==> src/rtl/uart_controller.sv <==
// rtl/uart_controller.sv - bus-mapped 8N1 UART with buffered TX and RX paths
//
// Optional feature macro: UART_LOOPBACK_EN
//   defined   : STATUS write (mask[0]=1) sets loopback = data_wr[0]; while set,
//               the receiver listens to the internal TX line and txd idles high;
//               STATUS bit 5 reads loopback.
//   undefined : STATUS writes are ignored and STATUS bit 5 reads 0.
//
// Ports (uart_controller):
//   clk        in   1   main clock
//   rst_n      in   1   asynchronous active-low reset
//   address    in  32   bus address, only address[2] decoded (0 DATA, 1 STATUS)
//   read       in   1   read strobe, one cycle per access
//   write      in   1   write strobe, held while stall=1
//   data_wr    in  32   write data
//   mask       in   4   byte mask, only mask[0] honoured
//   stall      out  1   hold request while the TX queue is full
//   data_rd    out 32   combinational read data
//   data_rd_2  out 32   constant 0
//   interrupt  out  6   bit 0 = receive data pending, bits 5:1 = 0
//   txd        out  1   serial out, idle high
//   rxd        in   1   serial in, asynchronous to clk
//
// STATUS layout: {26'h0, loopback, frame_err, overrun, tx_idle, rx_nonempty, tx_not_full}
//
// Ports (uart_fifo): clk, rst_n, push/wdata, pop, head, full, empty.
// Pointers carry an extra wrap bit so full and empty need no separate counter.

`timescale 1ns/1ps

module uart_fifo #(
  parameter int WIDTH = 8,
  parameter int DEPTH = 8
) (
  input  logic             clk,
  input  logic             rst_n,
  input  logic             push,
  input  logic [WIDTH-1:0] wdata,
  input  logic             pop,
  output logic [WIDTH-1:0] head,
  output logic             full,
  output logic             empty
);

  localparam int AW = $clog2(DEPTH);
  localparam logic [AW:0] PTR_ONE = (AW+1)'(1);

  logic [WIDTH-1:0] mem [DEPTH];
  logic [AW:0]      wr_ptr;
  logic [AW:0]      rd_ptr;
  logic             do_push;
  logic             do_pop;

  assign empty   = (wr_ptr == rd_ptr);
  assign full    = (wr_ptr[AW-1:0] == rd_ptr[AW-1:0]) && (wr_ptr[AW] != rd_ptr[AW]);
  assign do_pop  = pop && !empty;
  // A pop in the same cycle frees the slot, so a push on full is still taken.
  assign do_push = push && (!full || do_pop);
  assign head    = mem[rd_ptr[AW-1:0]];

  always_ff @(posedge clk or negedge rst_n) begin
    if (!rst_n) begin
      wr_ptr <= '0;
      rd_ptr <= '0;
    end else begin
      if (do_push) wr_ptr <= wr_ptr + PTR_ONE;
      if (do_pop)  rd_ptr <= rd_ptr + PTR_ONE;
    end
  end

  always_ff @(posedge clk) begin
    if (do_push) mem[wr_ptr[AW-1:0]] <= wdata;
  end

endmodule

module uart_controller #(
  parameter int CLK_FREQ   = 60_000_000,
  parameter int BAUD       = 115200,
  parameter int FIFO_DEPTH = 8
) (
  input  logic        clk,
  input  logic        rst_n,
  input  logic [31:0] address,
  input  logic        read,
  input  logic        write,
  input  logic [31:0] data_wr,
  input  logic [3:0]  mask,
  output logic        stall,
  output logic [31:0] data_rd,
  output logic [31:0] data_rd_2,
  output logic [5:0]  interrupt,
  output logic        txd,
  input  logic        rxd
);

  localparam int DIV = (CLK_FREQ + BAUD / 2) / BAUD;
  localparam int CW  = $clog2(DIV);
  localparam logic [CW-1:0] BIT_LAST  = CW'(DIV - 1);
  localparam logic [CW-1:0] HALF_LAST = CW'(DIV / 2 - 1);
  localparam logic [CW-1:0] CNT_ONE   = CW'(1);

  typedef enum logic [1:0] {S_IDLE, S_START, S_DATA, S_STOP} uart_state_t;

  // Bus decode
  logic sel_status;
  logic data_rd_en;
  logic stat_rd_en;
  logic data_wr_req;

  // TX queue and FSM
  logic        tx_push;
  logic        tx_pop;
  logic [7:0]  tx_head;
  logic        tx_full;
  logic        tx_empty;
  logic        tx_idle;
  uart_state_t tx_state, tx_state_nx;
  logic [CW-1:0] tx_cnt, tx_cnt_nx;
  logic [2:0]  tx_idx, tx_idx_nx;
  logic [7:0]  tx_shift, tx_shift_nx;
  logic        tx_line, tx_line_nx;

  // RX synchroniser, FSM and queue
  logic        rx_src;
  logic        rx_meta;
  logic        rx_sync;
  logic        rx_prev;
  uart_state_t rx_state, rx_state_nx;
  logic [CW-1:0] rx_cnt, rx_cnt_nx;
  logic [2:0]  rx_idx, rx_idx_nx;
  logic [7:0]  rx_shift, rx_shift_nx;
  logic        rx_push;
  logic        rx_pop;
  logic [7:0]  rx_head;
  logic        rx_full;
  logic        rx_empty;

  // Sticky flags
  logic        frame_err;
  logic        overrun;
  logic        frame_set;
  logic        overrun_set;
  logic        loop_bit;

  logic        unused_bits;

  assign sel_status  = address[2];
  assign data_rd_en  = read && !sel_status;
  assign stat_rd_en  = read && sel_status;
  assign data_wr_req = write && !sel_status && mask[0];

  // Stall only when the write really cannot land this cycle; a TX pop on the
  // same edge makes room.
  assign stall   = data_wr_req && tx_full && !tx_pop;
  assign tx_push = data_wr_req && !stall;
  assign rx_pop  = data_rd_en;

  uart_fifo #(.WIDTH(8), .DEPTH(FIFO_DEPTH)) u_tx_fifo (
    .clk   (clk),
    .rst_n (rst_n),
    .push  (tx_push),
    .wdata (data_wr[7:0]),
    .pop   (tx_pop),
    .head  (tx_head),
    .full  (tx_full),
    .empty (tx_empty)
  );

  uart_fifo #(.WIDTH(8), .DEPTH(FIFO_DEPTH)) u_rx_fifo (
    .clk   (clk),
    .rst_n (rst_n),
    .push  (rx_push),
    .wdata (rx_shift),
    .pop   (rx_pop),
    .head  (rx_head),
    .full  (rx_full),
    .empty (rx_empty)
  );

  // ---------------------------------------------------------------- TX FSM
  always_ff @(posedge clk or negedge rst_n) begin
    if (!rst_n) begin
      tx_state <= S_IDLE;
      tx_cnt   <= '0;
      tx_idx   <= '0;
      tx_shift <= '0;
      tx_line  <= 1'b1;
    end else begin
      tx_state <= tx_state_nx;
      tx_cnt   <= tx_cnt_nx;
      tx_idx   <= tx_idx_nx;
      tx_shift <= tx_shift_nx;
      tx_line  <= tx_line_nx;
    end
  end

  always_comb begin
    tx_state_nx = tx_state;
    tx_cnt_nx   = tx_cnt;
    tx_idx_nx   = tx_idx;
    tx_shift_nx = tx_shift;
    tx_pop      = 1'b0;
    tx_line_nx  = 1'b1;
    unique case (tx_state)
      S_IDLE: begin
        if (!tx_empty) begin
          tx_state_nx = S_START;
          tx_cnt_nx   = '0;
          tx_shift_nx = tx_head;
          tx_pop      = 1'b1;
        end
      end
      S_START: begin
        if (tx_cnt == BIT_LAST) begin
          tx_state_nx = S_DATA;
          tx_cnt_nx   = '0;
          tx_idx_nx   = '0;
        end else begin
          tx_cnt_nx = tx_cnt + CNT_ONE;
        end
      end
      S_DATA: begin
        if (tx_cnt == BIT_LAST) begin
          tx_cnt_nx = '0;
          tx_idx_nx = tx_idx + 3'd1;
          if (tx_idx == 3'd7) tx_state_nx = S_STOP;
        end else begin
          tx_cnt_nx = tx_cnt + CNT_ONE;
        end
      end
      S_STOP: begin
        if (tx_cnt == BIT_LAST) begin
          tx_cnt_nx = '0;
          // Chain straight into the next start bit so queued bytes leave gap-free.
          if (!tx_empty) begin
            tx_state_nx = S_START;
            tx_shift_nx = tx_head;
            tx_pop      = 1'b1;
          end else begin
            tx_state_nx = S_IDLE;
          end
        end else begin
          tx_cnt_nx = tx_cnt + CNT_ONE;
        end
      end
      default: tx_state_nx = S_IDLE;
    endcase
    // The line is registered from the next state so txd changes exactly on
    // the bit boundary and never glitches.
    case (tx_state_nx)
      S_START: tx_line_nx = 1'b0;
      S_DATA:  tx_line_nx = tx_shift_nx[tx_idx_nx];
      default: tx_line_nx = 1'b1;
    endcase
  end

  assign tx_idle = (tx_state == S_IDLE) && tx_empty;

  // ---------------------------------------------------------------- RX path
  always_ff @(posedge clk or negedge rst_n) begin
    if (!rst_n) begin
      rx_meta <= 1'b1;
      rx_sync <= 1'b1;
      rx_prev <= 1'b1;
    end else begin
      rx_meta <= rx_src;
      rx_sync <= rx_meta;
      rx_prev <= rx_sync;
    end
  end

  always_ff @(posedge clk or negedge rst_n) begin
    if (!rst_n) begin
      rx_state <= S_IDLE;
      rx_cnt   <= '0;
      rx_idx   <= '0;
      rx_shift <= '0;
    end else begin
      rx_state <= rx_state_nx;
      rx_cnt   <= rx_cnt_nx;
      rx_idx   <= rx_idx_nx;
      rx_shift <= rx_shift_nx;
    end
  end

  always_comb begin
    rx_state_nx = rx_state;
    rx_cnt_nx   = rx_cnt;
    rx_idx_nx   = rx_idx;
    rx_shift_nx = rx_shift;
    rx_push     = 1'b0;
    frame_set   = 1'b0;
    overrun_set = 1'b0;
    unique case (rx_state)
      S_IDLE: begin
        if (rx_prev && !rx_sync) begin
          rx_state_nx = S_START;
          rx_cnt_nx   = '0;
        end
      end
      S_START: begin
        // Half a bit in: a high line means the falling edge was a glitch.
        if (rx_cnt == HALF_LAST) begin
          rx_cnt_nx = '0;
          rx_idx_nx = '0;
          rx_state_nx = rx_sync ? S_IDLE : S_DATA;
        end else begin
          rx_cnt_nx = rx_cnt + CNT_ONE;
        end
      end
      S_DATA: begin
        if (rx_cnt == BIT_LAST) begin
          rx_cnt_nx   = '0;
          rx_shift_nx = {rx_sync, rx_shift[7:1]};
          rx_idx_nx   = rx_idx + 3'd1;
          if (rx_idx == 3'd7) rx_state_nx = S_STOP;
        end else begin
          rx_cnt_nx = rx_cnt + CNT_ONE;
        end
      end
      S_STOP: begin
        if (rx_cnt == BIT_LAST) begin
          rx_cnt_nx   = '0;
          rx_state_nx = S_IDLE;
          if (!rx_sync) begin
            frame_set = 1'b1;
          end else if (rx_full && !(rx_pop && !rx_empty)) begin
            overrun_set = 1'b1;
          end else begin
            rx_push = 1'b1;
          end
        end else begin
          rx_cnt_nx = rx_cnt + CNT_ONE;
        end
      end
      default: rx_state_nx = S_IDLE;
    endcase
  end

  // A STATUS read clears the flags, but a new event on the same edge wins.
  always_ff @(posedge clk or negedge rst_n) begin
    if (!rst_n) begin
      frame_err <= 1'b0;
      overrun   <= 1'b0;
    end else begin
      frame_err <= frame_set   | (frame_err & ~stat_rd_en);
      overrun   <= overrun_set | (overrun   & ~stat_rd_en);
    end
  end

  // ---------------------------------------------------------------- loopback
`ifdef UART_LOOPBACK_EN
  logic loopback;

  always_ff @(posedge clk or negedge rst_n) begin
    if (!rst_n) begin
      loopback <= 1'b0;
    end else if (write && sel_status && mask[0]) begin
      loopback <= data_wr[0];
    end
  end

  assign rx_src   = loopback ? tx_line : rxd;
  assign txd      = loopback ? 1'b1 : tx_line;
  assign loop_bit = loopback;
`else
  assign rx_src   = rxd;
  assign txd      = tx_line;
  assign loop_bit = 1'b0;
`endif

  // ---------------------------------------------------------------- bus read
  always_comb begin
    data_rd = '0;
    if (data_rd_en) begin
      data_rd = {24'h0, (rx_empty ? 8'h00 : rx_head)};
    end else if (stat_rd_en) begin
      data_rd = {26'h0, loop_bit, frame_err, overrun, tx_idle, !rx_empty, !tx_full};
    end
  end

  assign data_rd_2 = '0;
  assign interrupt = {5'b0, !rx_empty};

  assign unused_bits = ^{address[31:3], address[1:0], data_wr[31:8], mask[3:1]};

endmodule

==> config.mk <==
export PLATFORM = sky130hd
export DESIGN_NAME = uart_controller
export DESIGN_NICKNAME = d
export VERILOG_FILES = /design/src/rtl/uart_controller.sv
export SDC_FILE = /design/constraint.sdc
export NUM_CORES = 1
export LEC_CHECK = 0
export ABC_AREA = 1
export ABC_CLOCK_PERIOD_IN_PS = 6790
export BUFFER_PORTS_ARGS = -buffer_cell sky130_fd_sc_hd__buf_2
export CORE_ASPECT_RATIO = 1.75
export CORE_UTILIZATION = 40
export CTS_CLUSTER_DIAMETER = 120
export DETAILED_ROUTE_END_ITERATION = 8
export GPL_TIMING_DRIVEN = 1
export REMOVE_ABC_BUFFERS = 1
export SKIP_LAST_GASP = 1
export SLEW_MARGIN = 20
export SYNTH_ARGS = -nofsm -noshare
export SYNTH_HDL_FRONTEND = slang
export SYNTH_SLANG_ARGS = --single-unit
==> constraint.sdc <==
create_clock -name clk -period 6.79 [get_ports clk]
set_input_delay 0 -clock clk [delete_from_list [all_inputs] [get_ports clk]]
set_output_delay 0 -clock clk [all_outputs]
set_load 0.02 [all_outputs]
==> impl_metrics.env, run 1 <==
export IMPL_status="complete, no violations"
export IMPL_final_nets=1025
export IMPL_rsz0062_at_grt="no"
export IMPL_setup_viol=0
export IMPL_fin_area_mm2=0.0102
export IMPL_tightest_slew_ns=0.944
export IMPL_placementRows=73
export IMPL_clock_latency_ns=0.46
export IMPL_p_total_mw=2.59
export IMPL_cts_hold_buf=12
export IMPL_place_area_mm2=0.00951
export IMPL_syn_area_mm2=0.00929
export IMPL_core_mm2=0.0227
export IMPL_rr_worst_depth=11
export IMPL_ys_warn_count=0
export IMPL_place_hpwl_mm=12.8
export IMPL_cts_buffer_depth=2
export IMPL_cp_start_kind="flip-flop"
export IMPL_r2r_end="u_tx_fifo.mem[6][5]$_DFFE_PP_"
export IMPL_fmax_mhz=289
export IMPL_r2r_slack_ns=3.33
export IMPL_antenna_left=0
export IMPL_grt_max_degree=69
export IMPL_ys_seq_area_share_pct=59.7
export IMPL_cp_data_arrival_time_ns=3.53
export IMPL_diodes=0
export IMPL_cap_violations=0
export IMPL_p_per_area_mw_per_mm2=253
export IMPL_fin_ws_ns=3.33
export IMPL_grt_pass1_wl_mm=31.0
export IMPL_slew_viol_final=0
export IMPL_drive_gt1_share_pct=11.8
export IMPL_pre_cts_ws_ns=3.30
export IMPL_gp_congestion=0.803
export IMPL_setup_tns_ns=0
export IMPL_finClkSkew_ns=0.00979
export IMPL_vias=6130
export IMPL_cts_tree="yes"
export IMPL_area_growth_pct=10.0
export IMPL_min_period_ns=3.46
export IMPL_p_leak_nw=4.31
export IMPL_worstHoldPathCells=4
export IMPL_finalHoldViolCount=0
export IMPL_finalCritPeriodShare_pct=50.9
export IMPL_final_util_pct=44.9
export IMPL_yosys_area_top_type="edfxtp_1"
export IMPL_ys_ff_latch=196
export IMPL_portBuffers=25
export IMPL_htree_levels=4
export IMPL_synth_most_common_cell="nand2_1"
export IMPL_cts_sinks=196
export IMPL_required_ns=6.87
export IMPL_routedWlPerCell_um=15.4
export IMPL_drtIter0Drc=277
export IMPL_fp_dieH_um=204
export IMPL_relSlewSlack_pct=36.8
export IMPL_drt_pre_antenna_iters=4
export IMPL_hold_path_startpoint="read"
export IMPL_syn_avg_cell_area_um2=10.3
export IMPL_wl_mm=19.2
export IMPL_worstSetupPathType="reg2reg"
export IMPL_numCtsBuffers=17
export IMPL_grt_use_total_pct=17.8
export IMPL_synth_main_ff_cell="edfxtp_1"
export IMPL_crit_fanout=19
export IMPL_synth_top_area_share_pct=41.4
export IMPL_synthCells=898
export IMPL_grt_pass1_vias=5920
export IMPL_hold_path_class="in2reg"
export IMPL_clkTransAtPathRegs_ns=0.07
export IMPL_fillers=2149
export IMPL_dieArea_mm2=0.0239
export IMPL_ir_drop_mv=0.133
export IMPL_grt_ovfl_total=0
export IMPL_synthTopCellsByArea="edfxtp_1 41%, dfrtp_1 17%, nand2_1 7.6%"
export IMPL_root_buffer="clkbuf_16"
export IMPL_synth_cell_type_count=48
export IMPL_postCtsSetupRepairBufs=0
export IMPL_synth_common_cells="187 x nand2_1, 128 x edfxtp_1, 88 x nand3_1"
export IMPL_cts_resized=0
export IMPL_start_util_pct=40.8
export IMPL_drc=0
export IMPL_async_flop_share_pct=34.7
export IMPL_timing_rr_start="u_tx_fifo.rd_ptr[1]$_DFFE_PN0P_"
export IMPL_holdPathEnd="frame_err$_DFF_PN0_"
export IMPL_die_x_um=117
export IMPL_via_per_inst=4.91
export IMPL_antenna_found_initial=0
export IMPL_crit_path_end_kind="flip-flop"
export IMPL_synth_edff_count=128
export IMPL_io_pins=145
## per-layer routing
metal	vias up	share of wire [%]	GRT usage [%]
met5	-	0	0
met4	0	2.8	8.27
met3	28	3.6	4.01
met2	146	55	32.3
met1	2937	38	19.1
li1	3019	-	-
## logic make-up after synthesis
logic type               after synthesis  share of synthesized area [%]
buffers and inverters                156                           9.06
flip-flops                           196                           59.7
XOR/XNOR                              21                           2.06
multiplexers                           8                          0.956
adder cells (fa/ha/maj)               17                           2.29
AO/OA/AOI/OAI                        105                           6.52
AND/OR/NAND/NOR                      394                           19.3
other                                  1                         0.0404
## worst max-delay path, stage by stage (launching register included)
cell and delay (ns):
dfrtp_1 0.72, inv_4 0.38, nand2_1 0.08, nand2_1 0.15, nor2_4 0.07, nand2_2 0.34, nand2_4 0.12, nand2_2 0.08
nor2_2 0.05, nor2_4 0.15, nand2_1 0.16, nor2_1 0.75
## state kept, by name (all words and copies together), names as in the netlist, named ones only
register	count
u_rx_fifo.rd_ptr	4
overrun	1
u_tx_fifo.mem	64
rx_sync	1
u_rx_fifo.mem	64
frame_err	1
rx_prev	1
u_rx_fifo.wr_ptr	4
rx_state	1
tx_cnt	10
rx_shift	8
u_tx_fifo.wr_ptr	4
rx_meta	1
rx_cnt	10
txd	1
tx_idx	3
tx_shift	8
tx_state	2
u_tx_fifo.rd_ptr	4
rx_idx	3
## cell usage in the layout (no fill, tap or decap), types with 6 or more instances in the layout
cell type / count
buf_2: 24
o21ai_0: 52
dlygate4sd3_1: 12
clkbuf_16: 17
nor2_4: 6
conb_1: 61
nand3b_1: 6
nor2_1: 64
o22ai_1: 23
dfrtp_1: 64
mux2_2: 7
nor3_1: 10
inv_2: 8
buf_4: 11
inv_1: 54
edfxtp_1: 128
xor2_1: 18
a21oi_1: 16
ha_1: 17
nand4_1: 10
nand2_1: 187
nand3_1: 88
## how the worst max path moves through the flow
stage | from | endpoint | slack, ns | cells past startpoint
finish | u_tx_fifo.rd_ptr[1]$_DFFE_PN0P_ | u_tx_fifo.mem[6][5]$_DFFE_PP_ | 3.33 | 11
global route | u_tx_fifo.rd_ptr[1]$_DFFE_PN0P_ | u_tx_fifo.mem[0][1]$_DFFE_PP_ | 3.14 | 11
CTS | u_tx_fifo.rd_ptr[1]$_DFFE_PN0P_ | u_tx_fifo.mem[6][5]$_DFFE_PP_ | 3.29 | 11
detailed placement | u_tx_fifo.rd_ptr[1]$_DFFE_PN0P_ | u_tx_fifo.mem[6][4]$_DFFE_PP_ | 3.30 | 11
global placement | u_tx_fifo.rd_ptr[1]$_DFFE_PN0P_ | u_tx_fifo.mem[6][7]$_DFFE_PP_ | 3.31 | 11
floorplan | u_rx_fifo.rd_ptr[0]$_DFFE_PN0P_ | u_rx_fifo.mem[0][0]$_DFFE_PP_ | 3.66 | 11
## through the flow
| stage | std cells | hold WS, ns |
|---|---|---|
| 2_1_floorplan | 869 | -0.296 |
| 3_3_place_gp | 1204 | 0.107 |
| 3_5_place_dp | 1204 | 0.107 |
| 4_1_cts | 1248 | 0.0162 |
| 5_1_grt | 1248 | 0.0596 |
| 6_report | 1248 | 0.0390 |
## power by group
part | total, mW | switching (mW) | internal, mW
Sequential | 1.34 | 0.0335 | 1.31
Combinational | 0.254 | 0.186 | 0.0675
Clock | 0.991 | 0.498 | 0.494
## final cells by class
type | instances | area [µm²] | share of cell area [%]
Clock buffer | 18 | 429 | 4.20
Clock inverter | 14 | 163 | 1.59
Inverter | 67 | 254 | 2.48
Multi-Input combinational cell | 606 | 3130 | 30.6
Sequential cell | 196 | 5550 | 54.3
Tap cell | 300 | 375 | 3.67
Timing Repair Buffer | 47 | 323 | 3.16
Power figures use the tool's default switching activity.
==> run 2, diff against run 1 <==
--- a/config.mk
+++ b/config.mk
@@ -5,8 +5,8 @@
 export SDC_FILE = /design/constraint.sdc
 export NUM_CORES = 1
 export LEC_CHECK = 0
-export ABC_AREA = 1
-export ABC_CLOCK_PERIOD_IN_PS = 6790
+export ABC_AREA = 0
+export ABC_CLOCK_PERIOD_IN_PS = 3200
 export BUFFER_PORTS_ARGS = -buffer_cell sky130_fd_sc_hd__buf_2
 export CORE_ASPECT_RATIO = 1.75
 export CORE_UTILIZATION = 40
==> constraint.sdc (replaced) <==
create_clock -name clk -period 3.2 [get_ports clk]
set_input_delay 0 -clock clk [delete_from_list [all_inputs] [get_ports clk]]
set_output_delay 0 -clock clk [all_outputs]
set_load 0.02 [all_outputs]
==> impl_metrics.env, run 2 <==
export IMPL_status="complete, no violations"
export IMPL_cp_start_kind="flip-flop"
export IMPL_r2r_end="txd$_DFF_PN1_"
export IMPL_ir_drop_mv=0.407
export IMPL_rr_worst_depth=13
export IMPL_finalHoldViolCount=0
export IMPL_start_util_pct=40.7
export IMPL_grt_max_degree=40
export IMPL_numCtsBuffers=17
export IMPL_fillers=1954
export IMPL_p_leak_nw=4.06
export IMPL_setup_tns_ns=0
export IMPL_max_stage_delay_ns=0.44
export IMPL_via_per_inst=5.05
export IMPL_syn_area_mm2=0.00898
export IMPL_root_buffer="clkbuf_16"
export IMPL_antenna_left=0
export IMPL_synthCells=641
export IMPL_register_area_mm2=0.00555
export IMPL_grt_pass1_vias=5255
export IMPL_timing_rr_start="tx_cnt[0]$_DFFE_PN0P_"
export IMPL_mostFrequentLayoutCell="edfxtp_1"
export IMPL_clock_latency_ns=0.42
export IMPL_required_ns=3.53
export IMPL_slew_viol_final=0
export IMPL_critPathCapture="txd$_DFF_PN1_"
export IMPL_final_nets=793
export IMPL_cap_violations=0
export IMPL_synth_cell_type_count=60
export IMPL_grt_pass1_wl_mm=28.0
export IMPL_most_common_layout_cells="128 x edfxtp_1, 64 x dfrtp_1, 61 x conb_1"
export IMPL_cp_data_arrival_time_ns=3.28
export IMPL_cts_tree="yes"
export IMPL_rsz0062_at_grt="no"
export IMPL_ys_warn_count=0
export IMPL_critPathBufInv=3
export IMPL_core_mm2=0.0221
export IMPL_vias=5106
export IMPL_crit_path_end_kind="flip-flop"
export IMPL_drc=0
export IMPL_dieArea_mm2=0.0231
export IMPL_wl_mm=17.4
export IMPL_antenna_found_initial=0
export IMPL_portBuffers=25
export IMPL_synth_most_common_cell="edfxtp_1"
export IMPL_critical_path_cell_count=13
export IMPL_critPathLaunch="tx_cnt[0]$_DFFE_PN0P_"
export IMPL_tightest_slew_ns=0.925
export IMPL_routedWlPerCell_um=17.2
export IMPL_finalCritPeriodShare_pct=92.4
export IMPL_gp_congestion=0.782
export IMPL_path_cells="inv_1 -> ha_1 -> and3b_1 -> and3_2 -> inv_2 -> ha_1 -> inv_1 -> a221oi_1 -> nor2_2 -> and3_1 -> a22o_1 -> a211oi_1 -> a32oi_1"
export IMPL_synth_edff_count=128
export IMPL_drive_gt1_share_pct=18.4
export IMPL_synth_main_ff_cell="edfxtp_1"
export IMPL_io_pins=145
export IMPL_cp_top_family="compound AO/OA/AOI/OAI gates"
export IMPL_yosys_area_top_type="edfxtp_1"
export IMPL_synthTopCellsByArea="edfxtp_1 43%, dfrtp_1 18%, mux4_2 6.8%"
export IMPL_cp_slowest_cell="dfrtp_1"
export IMPL_drtIter0Drc=216
export IMPL_min_period_ns=2.96
export IMPL_area_growth_pct=12.3
export IMPL_grt_use_total_pct=16.2
export IMPL_crit_fanout=9
export IMPL_relSlewSlack_pct=38.4
export IMPL_cts_sinks=196
export IMPL_fmax_mhz=338
export IMPL_setup_viol=0
export IMPL_whs_ns=0.208
export IMPL_synth_top_area_share_pct=42.8
export IMPL_hold_path_class="in2reg"
export IMPL_drt_pre_antenna_iters=4
export IMPL_place_hpwl_mm=12.0
export IMPL_postCtsSetupRepairBufs=0
export IMPL_r2r_slack_ns=0.24
export IMPL_ys_ff_latch=196
export IMPL_worstSetupPathType="reg2reg"
export IMPL_syn_avg_cell_area_um2=14.0
export IMPL_multi_input_area_mm2=0.00299
export IMPL_diodes=0
export IMPL_cts_buffer_depth=2
export IMPL_placementRows=72
export IMPL_finClkSkew_ns=0.00989
export IMPL_synth_common_cells="128 x edfxtp_1, 64 x dfrtp_1, 61 x buf_4"
export IMPL_fp_dieH_um=200
export IMPL_die_x_um=115
export IMPL_clkTransAtPathRegs_ns=0.07
export IMPL_grt_ovfl_total=0
export IMPL_p_per_area_mw_per_mm2=681
export IMPL_htree_levels=4
export IMPL_ys_seq_area_share_pct=61.8
export IMPL_async_flop_share_pct=34.7
run 2: cell count changes after synthesis, sizes merged, moves of 20 or more:
cell	previous run	this run
nor2	74	25
nand2	194	53
o22ai	23	3
mux4	0	32
inv	63	30
nand3	89	15
run 2: metrics by stage:
step	instances	total power, mW	utilization [%]	setup slack [ns]	cell area [µm²]
detailed placement	968	4.72	42.3	0.247	9340
finish	1012	6.87	45.7	0.244	10100
CTS	1012	6.94	45.6	0.238	10100
floorplan	619	4.24	-	0.0448	8640
global route	1012	7.22	45.7	0.0430	10100
global placement	968	4.66	42.3	0.259	9340
run 2: cell families after synthesis:
logic type | share of synthesized area (%)
xor+xnor | 2.23
flops | 61.8
mux | 11.4
fa+ha+maj | 2.37
simple gates | 8.52
buf+inv | 7.53
other cells | 0.0418
compound gates | 6.09
run 2: final cells by class:
type / instances / area share (%)
flip-flops and latches: 196 / 55.1
repair buffers: 65 / 4.52
clock buffers: 20 / 4.33
well taps: 296 / 3.67
clock inverters: 12 / 1.69
inverters: 30 / 1.12
multi-input cells: 393 / 29.6
run 2: metal layers:
metal | GRT usage, % | part of all wire, % | routed length (µm)
met5 | 0 | 0 | 0
met4 | 6.26 | 2.0 | 344
met3 | 2.15 | 3.0 | 522
met2 | 31.6 | 58 | 10100
met1 | 17.1 | 37 | 6480
run 2: power by group:
group	internal (mW)	switching, mW	total, mW
Sequential	2.90	0.204	3.11
Clock	1.25	0.946	2.20
Combinational	0.651	0.911	1.56
run 2: worst min-delay path by stage:
stage	from	end	slack (ns)	cells past startpoint
after floorplan	rst_n	asynchronous set/reset pin	-0.30	0
after global placement	rxd	rx_meta$_DFF_PN1_	0.11	1
after detailed placement	rxd	rx_meta$_DFF_PN1_	0.11	1
after CTS	write	u_tx_fifo.wr_ptr[0]$_DFFE_PN0P_	0.18	5
after global routing	rxd	rx_meta$_DFF_PN1_	0.22	2
final	write	u_tx_fifo.wr_ptr[0]$_DFFE_PN0P_	0.21	5
run 2: worst reg2reg max path, cell delays in order (launching register included):
cell	delay (ns)
dfrtp_1	0.44
inv_1	0.08
ha_1	0.15
and3b_1	0.23
and3_2	0.26
inv_2	0.09
ha_1	0.28
inv_1	0.04
a221oi_1	0.35
nor2_2	0.14
and3_1	0.21
a22o_1	0.22
a211oi_1	0.23
a32oi_1	0.12
run 2: repair_timing:
item                                    4_1_cts  5_1_grt
endpoints found under the setup margin        0        1
gates resized for setup                       0        3
endpoints found under the hold margin       104        0
hold buffers                                 12        0
==> run 3, diff against run 2 <==
==> constraint.sdc (replaced) <==
create_clock -name clk -period 3.2 [get_ports clk]
set_input_delay 0.64 -clock clk [delete_from_list [all_inputs] [get_ports clk]]
set_output_delay 0.64 -clock clk [all_outputs]
set_load 0.02 [all_outputs]
==> impl_metrics.env, run 3 (same netlist as run 2, synthesis figures left out) <==
export IMPL_crit_path_end_kind="output pin"
export IMPL_gp_congestion=0.779
export IMPL_mostFrequentLayoutCell="edfxtp_1"
export IMPL_fin_area_mm2=0.00997
export IMPL_rsz0062_at_grt="no"
export IMPL_cp_data_arrival_time_ns=2.41
export IMPL_final_nets=782
export IMPL_seqPwrFrac_pct=45.9
export IMPL_p_sw_share_pct=30.8
export IMPL_io_pins=145
export IMPL_clkPwrFrac_pct=31.1
export IMPL_drt_pre_antenna_iters=4
export IMPL_place_hpwl_mm=11.8
export IMPL_place_area_mm2=0.00936
export IMPL_drtIter0Drc=173
export IMPL_top_layer="met4"
export IMPL_clkTransAtPathRegs_ns=0.07
export IMPL_root_buffer="clkbuf_16"
export IMPL_grt_pass1_vias=5189
export IMPL_antenna_left=0
export IMPL_drive_gt1_share_pct=19.3
export IMPL_diodes=0
export IMPL_p_switching_mw=2.09
export IMPL_fmax_mhz=328
export IMPL_dieArea_mm2=0.0231
export IMPL_grt_ovfl_total=0
export IMPL_fp_dieH_um=200
export IMPL_htree_levels=4
export IMPL_postCtsSetupRepairBufs=0
export IMPL_register_area_mm2=0.00555
export IMPL_fillers=1968
export IMPL_cts_tree="yes"
export IMPL_worstSetupPathType="reg2out"
export IMPL_wl_met2_mm=9.82
export IMPL_routedWlPerCell_um=17.2
export IMPL_numCtsBuffers=17
export IMPL_cts_sinks=196
export IMPL_p_per_area_mw_per_mm2=680
export IMPL_drc=0
export IMPL_start_util_pct=40.7
export IMPL_cts_resized=0
export IMPL_finClkSkew_ns=0.0122
export IMPL_p_comb_share_pct=23.0
export IMPL_crit_fanout=6
export IMPL_grt_use_total_pct=16.0
export IMPL_wl_met1_mm=6.52
export IMPL_most_common_layout_cells="128 x edfxtp_1, 64 x dfrtp_1, 61 x conb_1"
export IMPL_cts_hold_buf=0
export IMPL_area_growth_pct=11.1
export IMPL_min_period_ns=3.05
export IMPL_die_x_um=115
export IMPL_slew_viol_final=0
export IMPL_relSlewSlack_pct=46.7
export IMPL_cp_start_kind="flip-flop"
export IMPL_finalHoldViolCount=0
export IMPL_required_ns=2.56
export IMPL_dpl_cell_count=969
export IMPL_status="complete, no violations"
export IMPL_hold_path_class="in2async"
export IMPL_stdcell_count=1001
export IMPL_p_int_mw=4.69
export IMPL_clock_latency_ns=0.43
export IMPL_core_mm2=0.0221
export IMPL_grt_pass1_wl_mm=27.5
export IMPL_tightest_slew_ns=0.794
export IMPL_placementRows=72
export IMPL_grt_max_degree=69
export IMPL_setup_tns_ns=0
export IMPL_cap_violations=0
export IMPL_met3WireLength_um=511
export IMPL_rr_worst_depth=11
export IMPL_multi_input_area_mm2=0.00299
export IMPL_cts_buffer_depth=2
export IMPL_wl_mm=17.2
export IMPL_finalCritPeriodShare_pct=95.2
export IMPL_ir_drop_mv=0.363
export IMPL_vias=5082
export IMPL_via_per_inst=5.08
export IMPL_p_leak_nw=4.01
export IMPL_portBuffers=25
export IMPL_p_total_mw=6.78
export IMPL_antenna_found_initial=0
export IMPL_setup_viol=0
[run 3: cell count changes in the layout (fill, tap and decap cells not counted), moves of 2 or more]
cell           change
bufinv_16          -2
clkbuf_1           -3
clkbuf_8           +2
clkinv_8           +2
dlygate4sd3_1     -12
[run 3: power groups by stage]
stage | Clock, mW | Sequential [mW] | Combinational, mW
global route | 2.24 | 3.14 | 1.73
CTS | 2.16 | 3.11 | 1.58
detailed placement | 0 | 3.16 | 1.57
global placement | 0 | 3.15 | 1.52
floorplan | 0 | 3.21 | 1.04
finish | 2.11 | 3.11 | 1.56
[run 3: layer usage]
layer	up-vias	track usage [%]
li1	2362	-
met1	2555	17.4
met2	143	30.2
met3	22	2.27
met4	0	6.17
met5	-	0
[run 3: worst max-delay path, cell delays in order, from the launching register on]
cell and delay (ns):
dfrtp_1 0.44, inv_1 0.07, ha_1 0.18, and3b_1 0.21
a41oi_1 0.28, o21ai_0 0.15, nor3_1 0.41, buf_2 0.25
[run 3: cell type report]
type,instances,area share (%)
sequential,196,55.7
timing repair buffer,54,3.56
tap,296,3.71
inverter,30,1.13
clock buffer,19,4.54
clock inverter,13,1.44
multi-input combinational,393,30.0
[run 3: worst paths after layout]
| kind | start | endpoint | slack (ns) |
|---|---|---|---|
| worst max-delay path | tx_cnt[0]$_DFFE_PN0P_ | stall | 0.15 |
| worst min-delay path | rst_n | tx_cnt[8]$_DFFE_PN0P_ | 0.22 |
| worst max register to register | tx_cnt[4]$_DFFE_PN0P_ | txd$_DFF_PN1_ | 0.26 |
| worst min register to register | rx_meta$_DFF_PN1_ | rx_sync$_DFF_PN1_ | 0.36 |
| max in group asynchronous | rst_n | rx_meta$_DFF_PN1_ | 2.61 |
| min in group clk | rxd | rx_meta$_DFF_PN1_ | 0.31 |
[run 3: per-stage QoR]
step	hold WS [ns]	util (%)	setup slack, ns
4_1_cts	0.245	45.1	0.0603
2_1_floorplan	0.344	-	0.0448
3_5_place_dp	0.347	42.4	0.252
6_report	0.221	45.2	0.152
3_3_place_gp	0.345	42.4	0.278
5_1_grt	0.247	45.2	0.00811
